### src/rtl/alu_mul_sequencer_pkg.sv
// Shared definitions for the shift-and-add multiply sequencer:
// ALU opcodes and the controller state encoding.
package alu_mul_sequencer_pkg;

  localparam logic [2:0] ALUOP_FORWARD = 3'b000;
  localparam logic [2:0] ALUOP_ADD     = 3'b001;
  localparam logic [2:0] ALUOP_AND     = 3'b010;
  localparam logic [2:0] ALUOP_OR      = 3'b011;

  typedef enum logic [2:0] {
    ST_IDLE,
    ST_EVAL,
    ST_ADD,
    ST_WB,
    ST_SHIFT,
    ST_DONE
  } state_t;

endpackage

### src/rtl/alu_mul_sequencer.sv
// Multi-cycle unsigned 8x8 multiplier (low 8 bits + overflow) that borrows
// the external ALU for every addition. It walks the multiplier LSB first,
// adding the shifted multiplicand for each set bit, and stops as soon as
// no set multiplier bits remain.
module alu_mul_sequencer
  import alu_mul_sequencer_pkg::*;
(
  input  logic       clk,
  input  logic       reset,
  input  logic       start,
  input  logic [7:0] operand_a,
  input  logic [7:0] operand_b,
  input  logic [7:0] alu_result,
  output logic [7:0] alu_data1,
  output logic [7:0] alu_data2,
  output logic [2:0] alu_select,
  output logic       busy,
  output logic       done,
  output logic [7:0] product,
  output logic       overflow
);

  state_t     state;
  logic [7:0] mcand;
  logic [7:0] mplier;
  logic [7:0] acc;
  logic       ovf;
  logic       lost;

  // Controller: state, datapath registers and all registered outputs.
  // The ALU drive is set on entry to ADD and held through WB, so the ALU
  // sees stable operands for a full cycle before its result is captured.
  always_ff @(posedge clk) begin
    if (reset) begin
      state      <= ST_IDLE;
      mcand      <= 8'd0;
      mplier     <= 8'd0;
      acc        <= 8'd0;
      ovf        <= 1'b0;
      lost       <= 1'b0;
      busy       <= 1'b0;
      done       <= 1'b0;
      overflow   <= 1'b0;
      alu_data1  <= 8'd0;
      alu_data2  <= 8'd0;
      alu_select <= ALUOP_FORWARD;
    end else begin
      done <= 1'b0;
      case (state)
        ST_IDLE, ST_DONE: begin
          if (start) begin
            mcand    <= operand_a;
            mplier   <= operand_b;
            acc      <= 8'd0;
            ovf      <= 1'b0;
            lost     <= 1'b0;
            overflow <= 1'b0;
            busy     <= 1'b1;
            state    <= ST_EVAL;
          end else begin
            state <= ST_IDLE;
          end
        end
        ST_EVAL: begin
          if (mplier == 8'd0) begin
            busy     <= 1'b0;
            done     <= 1'b1;
            overflow <= ovf;
            state    <= ST_DONE;
          end else if (mplier[0]) begin
            alu_data1  <= acc;
            alu_data2  <= mcand;
            alu_select <= ALUOP_ADD;
            state      <= ST_ADD;
          end else begin
            state <= ST_SHIFT;
          end
        end
        ST_ADD: begin
          state <= ST_WB;
        end
        ST_WB: begin
          acc        <= alu_result;
          ovf        <= ovf | (alu_result < acc) | lost;
          alu_data1  <= 8'd0;
          alu_data2  <= 8'd0;
          alu_select <= ALUOP_FORWARD;
          state      <= ST_SHIFT;
        end
        ST_SHIFT: begin
          mcand  <= mcand << 1;
          lost   <= lost | mcand[7];
          mplier <= mplier >> 1;
          state  <= ST_EVAL;
        end
        default: begin
          state <= ST_IDLE;
        end
      endcase
    end
  end

  assign product = acc;

endmodule

### config.mk
export PLATFORM = sky130hd
export DESIGN_NAME = alu_mul_sequencer
export DESIGN_NICKNAME = d
export VERILOG_FILES = /design/src/rtl/alu_mul_sequencer_pkg.sv /design/src/rtl/alu_mul_sequencer.sv
export SDC_FILE = /design/constraint.sdc
export NUM_CORES = 1
export LEC_CHECK = 0
export ABC_CLOCK_PERIOD_IN_PS = 1650
export CAP_MARGIN = 15
export CORE_MARGIN = 2
export CORE_UTILIZATION = 38
export CTS_BUF_LIST = sky130_fd_sc_hd__clkbuf_2 sky130_fd_sc_hd__clkbuf_4 sky130_fd_sc_hd__clkbuf_8
export DETAILED_ROUTE_END_ITERATION = 12
export PLACE_DENSITY_LB_ADDON = 0.15
export SYNTH_ARGS = -nofsm -noshare
export SYNTH_HDL_FRONTEND = slang
export SYNTH_SLANG_ARGS = --single-unit
### constraint.sdc
create_clock -name clk -period 1.65 [get_ports clk]
set_input_delay 0.165 -clock clk [delete_from_list [all_inputs] [get_ports clk]]
set_output_delay 0.165 -clock clk [all_outputs]
set_load 0.02 [all_outputs]
# ---- Word level (Yosys, flattened, before mapping)
# Index checks and enable logic that the tools add are counted.
# W data, S select, Z words.
dict set report totals {
  output_inout_bits 30
  reg_bits 51
  elab_cells 66
  input_bits 27
}
dict set report op_classes {
  bitwise_logic 4
  eq_ne 9
  reduce_logical 12
  n_lt_le_gt_ge 1
  muxes 28
}
# op count
set ops {}
lappend ops {{$pmux W8 S2} 5}
lappend ops {{$mux W8} 7}
lappend ops {{$pmux W3 S5} 1}
lappend ops {{$mux W3} 4}
lappend ops {{$logic_not A8 Y1} 1}
lappend ops {{$lt A8 B8 Y1} 1}
lappend ops {{$ne A2 B2 Y1 const B} 4}
lappend ops {{$pmux W1 S2} 4}
lappend ops {{$reduce_bool A2 Y1} 4}
lappend ops {{$eq A3 B2 Y1 const B} 2}
lappend ops {{$eq A3 B3 Y1 const B} 2}
lappend ops {{$mux W1} 6}
lappend ops {{$pmux W3 S2} 1}
lappend ops {{$reduce_and A3 Y1} 2}
lappend ops {{$reduce_and A2 Y1} 2}
lappend ops {{$reduce_or A2 Y1} 2}
lappend ops {{$eq A3 B1 Y1 const B} 1}
lappend ops {{$logic_not A3 Y1} 1}
lappend ops {{$or A1 B1 Y1} 3}
lappend ops {{$not A1 Y1} 1}

# ---- Longest topological paths before layout
# Gate-level depths: netlist of the first run.
dict set report logic_depth {
  ltp_word 4
  mapped_depth 6
  ltp_nobuf 6
}

# ---- Worst setup path after synthesis of the first run
# OpenSTA, ideal clock, no wires.
dict set report synth_path {
  kind {reg2reg}
  startpoint {register acc[5] (netlist: product[5])}
  endpoint {register ovf}
  t_arrival_ns 1.335
  period_less_slack_ns 1.406
  stages_incl_launch_ff 7
  path_slack_ns 0.244
  n_path_buf 0
  setup_time_ns 0.070
  required_ns 1.580
  cell_sequence {dfxtp_1 -> inv_1 -> ha_1 -> a211oi_1 -> nor2_1 -> nor4_1 -> o2bb2ai_1}
}
dict set report synth_between {
  elab_chain_cells 4
}
# element line
set synth_lines {}
lappend synth_lines {{start, declared} alu_mul_sequencer.sv:26} ;# logic [7:0] acc;
lappend synth_lines {{start signal, assigned} alu_mul_sequencer.sv:83} ;# acc <= alu_result;
lappend synth_lines {{$lt A8 B8 Y1} alu_mul_sequencer.sv:84} ;# ovf <= ovf | (alu_result < acc) | lost;
lappend synth_lines {{$or A1 B1 Y1 (2 in a row)} alu_mul_sequencer.sv:84}
lappend synth_lines {{$pmux W1 S2} alu_mul_sequencer.sv:49} ;# case (state)
lappend synth_lines {{end signal, assigned} alu_mul_sequencer.sv:84}
lappend synth_lines {{end, declared} alu_mul_sequencer.sv:27} ;# logic ovf;
# No other way between the ends.
# A chain may end at the register's enable or synchronous reset.

# ---- Worst setup path after layout of the first run
dict set report layout_path {
  startpoint {register acc[3] (netlist: product[3])}
  endpoint {output product[3]}
}
# element line
set layout_rtl {}
lappend layout_rtl {{end, declared} alu_mul_sequencer.sv:19} ;# output logic [7:0] product,
# No word-level cell between the ends.

==> summary.txt, run 1 <==
Outcome
  – Run status: finished, final reports clean

STA
  – Slew margin rel.: 0.528
  – Final Slew Violations: 0
  – RSZ-0062 raised after global routing: no
  – Final setup skew: roughly 9.3 ps
  – Final hold violation count: 0
  – Final period utilization: 0.930
  – Crit path time final: approximately 1500 ps
  – Slew at the pin with the worst max-slew slack: 707 ps
  – FMAX: ~650 MHz
  – Final setup violation count: 0
  – Hold slack: approximately 280 ps
  – Final setup TNS: 0 ps

Pwr
  – Clock power frac: 0.296
  – Switch Pwr: 735 uW
  – Worst VDD drop: 0.528 mV
  – Sw frac: 0.281
  – Final Total Pwr: ~2600 uW
  – Comb pwr share: 0.196
  – Reg power frac: 0.508
  – Leakage power: a little over 0.001 uW
  – Power density over the cells: 920 mW/mm2
  – Internal power: ~1900 uW

Final layout
  – Area growth from synthesis to layout: 34.6%
  – Diode count: 0
  – Post-route insts no fill: around 370
  – Layout cells sized above 1: 0.0875
  – Nets: 330

Flow run
  – Max-cap viol count: 0

Detailed routing
  – Via-per-instance ratio: 5.10
  – Via count: 1881
  – First DRT Iteration DRCs: around 110
  – Drt pass-1 iters: 4
  – Drt wl/cell: ~14 um
  – # DRC: 0
  – Final WL: about 5100 um
  – Final ANT Viol Nets: 0

Global routing
  – GRT overflow: 0
  – Total global-route track usage: 0.170
  – Vias in the first global route: roughly 1.7k
  – First-pass GRT wire length: between 8000 and 9000 um
  – Largest net degree at the start of global routing: 33
  – Initial antenna violation count: 0

Die
  – Core area: between 0.005 and 0.006 mm2
  – Die height: 78.6 um
  – Num ports: 57
  – Initial Utilization: 0.389
  – Die X: between 70 and 80 um
  – Die ar.: 0.00617 mm2
  – Rows: 27

Synthesis
  – Synth Cell Area: 0.00211 mm2
  – Yosys reg bits: 49
  – Cells after synthesis: between 200 and 250
  – Sequential fraction of the synthesis area: 0.464
  – Library cells used by synthesis: 36
  – Synth warn: 0
  – Mapped Avg Cell Area: around 8.6 um2

Worst setup path
  – Crit-path leading delay family: buffers and inverters
  – CP peak stage delay: roughly 640 ps
  – Crit end category: primary output
  – CP bufs+invs: 1
  – CP Max Fanout: 4
  – Crit path required time: between 1000 and 1500 ps
  – CP Cell Sequence: clkdlybuf4s50_1
  – CP Class: reg2out
  – Arr. time, crit path: between 1000 and 1500 ps
  – Critical Path Start Type: flop
  – Critical-path top delay cell: clkdlybuf4s50_1

Worst hold path
  – HP Class: in2reg

Place
  – GPL Wtd Cong: 0.794
  – Placed cells: roughly 360
  – Hpwl dp: 3580 um
  – Number of buffers added on ports: 54

Clock network
  – Clock transition at path regs: around 90 ps
  – Worst skew pair latency: roughly 300 ps
  – Root Driver: clkbuf_8
  – Max Buffers Root-to-Sink: 2
  – Clk sinks: a little under 50
  – CTS buffer count: 5
  – Htree depth: 2
  – Post-CTS setup buffers: 0
  – CTS tree: built
==> logic make-up (layout without fill, tap and decap cells) <==
logic type               count (synthesis)  count (layout)  share of synthesized area
adder cells (fa/ha/maj)                  7               7                     0.0414
AO/OA/AOI/OAI                           50              50                      0.190
other                                    1               2                    0.00177
buffers and inverters                   27              77                     0.0622
AND/OR/NAND/NOR                        109             109                      0.226
multiplexers                             3               3                     0.0142
flip-flops                              49              49                      0.464
==> path summary, 6_finish.rpt <==
path,slack (ps),end,from,depth (start not counted)
setup / recovery,120,product[3],product[3],1
hold reg to reg,460,overflow,ovf,2
setup reg to reg,180,mcand[3],state[1],5
hold / removal,280,done,reset,2
==> synth_stat cells (all sizes together) <==
master   number  area [um2]
nor4          2        12.5
a211oi        1        7.51
nand2        38         143
a22oi        17         128
mux2i         3        30.0
ha            7        87.6
nor2         40         150
and2          2        12.5
clkbuf        6        22.5
o21a          1        7.51
nand4         2        12.5
o21ai         3        18.8
a21oi        11        55.1
inv           7        26.3
buf          14        82.6
a311oi       14         160
o2bb2ai       1        8.76
nand2b        2        12.5
or2           1        6.26
nor3          7        35.0
o31ai         1        7.51
a221oi        1        8.76
and4b         1        10.0
and2b         1        7.51
conb          1        3.75
nand3         9        45.0
and4          1        8.76
nand4b        1        8.76
nor3b         1        7.51
nor2b         1        6.26
dfxtp        49         981
==> flip-flops by register name, indices dropped and copies added, names as in the netlist <==
signal / cells
alu_data1: 8
alu_data2: 8
mcand: 8
mplier: 8
product: 8
state: 3
alu_select: 1
busy: 1
done: 1
lost: 1
overflow: 1
ovf: 1
==> timing repair <==
item | 4_1_cts | 5_1_grt
hold buffers | 0 | 0
resized for setup | 0 | 2
setup endpoints to repair | 0 | 17
==> power groups by stage <==
| stage | combinational (uW) | sequential [uW] | clock [uW] |
|---|---|---|---|
| 3_3_place_gp | 508 | 1350 | 0 |
| 2_1_floorplan | 319 | 1350 | 0 |
| 5_1_grt | 566 | 1340 | 834 |
| 3_5_place_dp | 513 | 1360 | 0 |
| 4_1_cts | 516 | 1330 | 791 |
| 6_report | 512 | 1330 | 775 |
==> cell type report <==
class                      instances  area, um2
clock buffer                       7       96.3
clock inverter                     1       5.00
fill                             528       2590
inverter                           7       26.3
multi-input combinational        171       1010
sequential                        49        981
tap                               72       90.1
timing repair buffer              62        633
==> per-stage QoR <==
step / utilization / instance area, um2 / worst slack (ps)
4_1_cts: 0.522 / 2840 / 44.1
3_3_place_gp: 0.503 / 2740 / 33.1
2_1_floorplan: - / 2120 / 244
3_5_place_dp: 0.503 / 2740 / 25.2
5_1_grt: 0.523 / 2840 / 35.0
6_report: 0.523 / 2840 / 116
==> per-layer routing <==
| metal | vias to the layer above | share of wire | GRT usage |
|---|---|---|---|
| met5 | - | 0 | 0 |
| met4 | 0 | 0.010 | 0.0579 |
| met3 | 5 | 0.035 | 0.0310 |
| met2 | 38 | 0.45 | 0.254 |
| met1 | 884 | 0.50 | 0.245 |
| li1 | 954 | - | - |
==> layout by cell type (no fill, tap or decap), types with 2 or more instances in the layout <==
cell type and n:
a21oi_1 11, a22oi_1 17, a311oi_1 8, a311oi_2 6
buf_12 3, buf_4 5, clkbuf_8 7, clkdlybuf4s50_1 53
conb_1 2, dfxtp_1 49, ha_1 7, inv_1 7
mux2i_1 3, nand2_1 38, nand2b_1 2, nand3_1 9
nand4_1 2, nor2_1 40, nor3_1 7, o21ai_0 2
Power figures use the tool's default switching activity.
==> inputs of run 2 (changes only) <==
--- a/config.mk
+++ b/config.mk
@@ -8,9 +8,10 @@
 export ABC_CLOCK_PERIOD_IN_PS = 1650
 export CAP_MARGIN = 15
 export CORE_MARGIN = 2
-export CORE_UTILIZATION = 38
+export CORE_UTILIZATION = 50
 export CTS_BUF_LIST = sky130_fd_sc_hd__clkbuf_2 sky130_fd_sc_hd__clkbuf_4 sky130_fd_sc_hd__clkbuf_8
 export DETAILED_ROUTE_END_ITERATION = 12
+export GPL_TIMING_DRIVEN = 0
 export PLACE_DENSITY_LB_ADDON = 0.15
 export SYNTH_ARGS = -nofsm -noshare
 export SYNTH_HDL_FRONTEND = slang
==> run 2 against run 1 <==
Core utilization increased by 18 points; maximum frequency decreased by 2.4%; clock skew increased by 1.8 ps; register-to-register slack got worse by 100 ps; sequential power about the same; final cell count decreased by 2.4%; combinational power increased by 3%; critical path type is now reg2reg; highest routed layer unchanged.
==> summary.txt, run 2 (synthesis gave the netlist of run 1 again) <==
STA
  – Final period utilization: 0.953 (was 0.930)
  – Final setup skew: 11.0 ps (was 9.27 ps)
  – Final WS setup: 78.1 ps (was 116 ps)
  – Slew at the pin with the worst max-slew slack: 675 ps (was 707 ps)
  – Final setup violation count: 0 (unchanged)
  – Slew margin rel.: 0.550 (was 0.528)
  – Final hold violation count: 0 (unchanged)
  – FMAX: 636 MHz (was 652 MHz)
  – Final Slew Violations: 0 (unchanged)
  – Crit path time final: 1570 ps (was 1530 ps)

Pwr
  – Leakage power: 0.00103 uW (was 0.00101 uW)
  – Final Total Pwr: 2590 uW (was 2620 uW)
  – Power density over the cells: 913 mW/mm2 (was 920 mW/mm2)
  – Worst VDD drop: 0.589 mV (was 0.528 mV)

Worst setup path
  – Setup crit end: mcand[2] (was product[3])
  – CP Cell Sequence: nand2b_4, and4b_1, buf_4, buf_6, nand2_1, a311oi_2 (was clkdlybuf4s50_1)
  – Crit-path leading delay family: simple AND/OR/NAND/NOR gates (was buffers and inverters)
  – Critical-path top delay cell: dfxtp_1 (was clkdlybuf4s50_1)
  – CP peak stage delay: 430 ps (was 640 ps)
  – Crit path required time: 1850 ps (was 1480 ps)
  – CP Class: reg2reg (was reg2out)
  – Worst reg-to-reg setup slack: 80 ps (was 180 ps)
  – Crit Reg-Reg Startpoint: state[0] (was state[1])
  – Crit end category: flop (was primary output)
  – CP Max Fanout: 10 (was 4)
  – Critical Path Start Type: flop (unchanged)
  – Critical R2R Capture: mcand[2] (was mcand[3])
  – Arr. time, crit path: 1780 ps (was 1370 ps)
  – FF-to-FF path depth: 6 (was 5)
  – Crit path launch: state[0] (was product[3])
  – Crit path depth: 6 (was 1)
  – CP bufs+invs: 2 (was 1)

Final layout
  – Layout cells sized above 1: 0.110 (was 0.0875)
  – Post-route insts no fill: 360 (was 369)
  – Most frequent cells in the layout: clkdlybuf4s50_1 (53), dfxtp_1 (48), nor2_1 (40) (was clkdlybuf4s50_1 (53), dfxtp_1 (49), nor2_1 (40))
  – Nets: 343 (was 330)
  – Commonest non-fill, non-tap cell in the layout: clkdlybuf4s50_1 (unchanged)
  – Area growth from synthesis to layout: 34.0% (was 34.6%)
  – Fill cells: 349 (was 528)
  – Diode count: 0 (unchanged)

Die
  – Die X: 69.0 um (was 78.6 um)
  – Rows: 23 (was 27)
  – Num ports: 57 (unchanged)
  – Die height: 69.0 um (was 78.6 um)
  – Die ar.: 0.00476 mm2 (was 0.00617 mm2)
  – Initial Utilization: 0.525 (was 0.389)
  – Core area: 0.00403 mm2 (was 0.00544 mm2)

Place
  – Hpwl dp: 3860 um (was 3580 um)
  – Place WS: -53.5 ps (was 25.2 ps)
  – GPL Wtd Cong: 0.801 (was 0.794)
  – Placed cells: 350 (was 361)
  – Number of buffers added on ports: 53 (was 54)

Detailed routing
  – # DRC: 0 (unchanged)
  – Drt pass-1 iters: 4 (unchanged)
  – First DRT Iteration DRCs: 225 (was 111)
  – Final WL: 5330 um (was 5080 um)
  – Drt wl/cell: 14.8 um (was 13.8 um)
  – Via count: 1955 (was 1881)
  – Via-per-instance ratio: 5.43 (was 5.10)
  – Final ANT Viol Nets: 0 (unchanged)

Clock network
  – Root Driver: clkbuf_8 (unchanged)
  – Clk sinks: 49 (unchanged)
  – Hold buffer count at cts: 0 (unchanged)
  – Clock transition at path regs: 100 ps (was 90 ps)
  – Worst skew pair latency: 310 ps (was 300 ps)
  – Htree depth: 2 (unchanged)
  – Max Buffers Root-to-Sink: 2 (unchanged)
  – CTS buffer count: 5 (unchanged)
  – CTS tree: built (unchanged)

Global routing
  – Initial antenna violation count: 0 (unchanged)
  – Met2 Usage GRT: 0.384 (was 0.254)
  – GR Util met3: 0.0424 (was 0.0310)
  – Global Route met1 Usage: 0.320 (was 0.245)
  – First-pass GRT wire length: 9260 um (was 8300 um)
  – GRT overflow: 0 (unchanged)
  – Gr busiest metal: met2 (unchanged)
  – Total global-route track usage: 0.237 (was 0.170)
  – Vias in the first global route: 1961 (was 1679)
  – Largest net degree at the start of global routing: 17 (was 33)

Outcome
  – Run status: finished, final reports clean (unchanged)

Flow run
  – Max-cap viol count: 0 (unchanged)

Worst hold path
  – Min-delay src: reset (unchanged)
  – HP Class: in2reg (unchanged)
[run 2: cell count changes in the layout (fill, tap and decap cells not counted), sizes merged]
cell,previous run,this run
clkbuf,7,11
buf,9,16
clkinv,1,3
[run 2: how the worst min path moves through the flow]
stage	endpoint	slack, ps	cells past startpoint
3_3_place_gp	overflow	450	2
6_report	ovf	290	3
2_1_floorplan	product[0]	300	2
4_1_cts	ovf	290	3
5_1_grt	ovf	360	3
3_5_place_dp	overflow	460	2
[run 2: metal layers]
layer	up-vias	wire length [um]
met3	7	329
met5	-	0
met4	0	68
met2	59	2480
met1	905	2450
li1	984	-
[run 2: cell type report]
type                       instances  area, um2  area share
clock inverter                     3       22.5     0.00795
timing repair buffer              56        553       0.195
clock buffer                       5       68.8      0.0243
inverter                           7       26.3     0.00928
tap                               50       62.6      0.0221
multi-input combinational        171       1010       0.358
sequential                        49        982       0.347
buffer                            19        104      0.0367
[run 2: tightest hold or removal path: stages]
cell	delay [ps]
clkbuf_1	170
nor4_1	90
o2bb2ai_1	120
[run 2: report_power, final]
group	total (uW)	switching (uW)	internal, uW	leakage [uW]
Combinational	529	283	246	0.000583
Clock	724	422	302	0.0000481
Sequential	1330	71.1	1260	0.000399
[run 2: repair_timing]
action	4_1_cts	5_1_grt
setup endpoints to repair	1	18
pin swaps	1	1
gates resized for setup	0	4
setup buffers	2	1
[run 2: through the flow]
step	hold WS [ps]	util	area [um2]	setup TNS [ps]
finish	288	0.703	2830	0
global route	356	0.703	2830	-4.63
CTS	291	0.699	2820	0
detailed placement	459	0.673	2710	-53.5
global placement	452	0.673	2710	-1.59
floorplan	301	-	2120	0
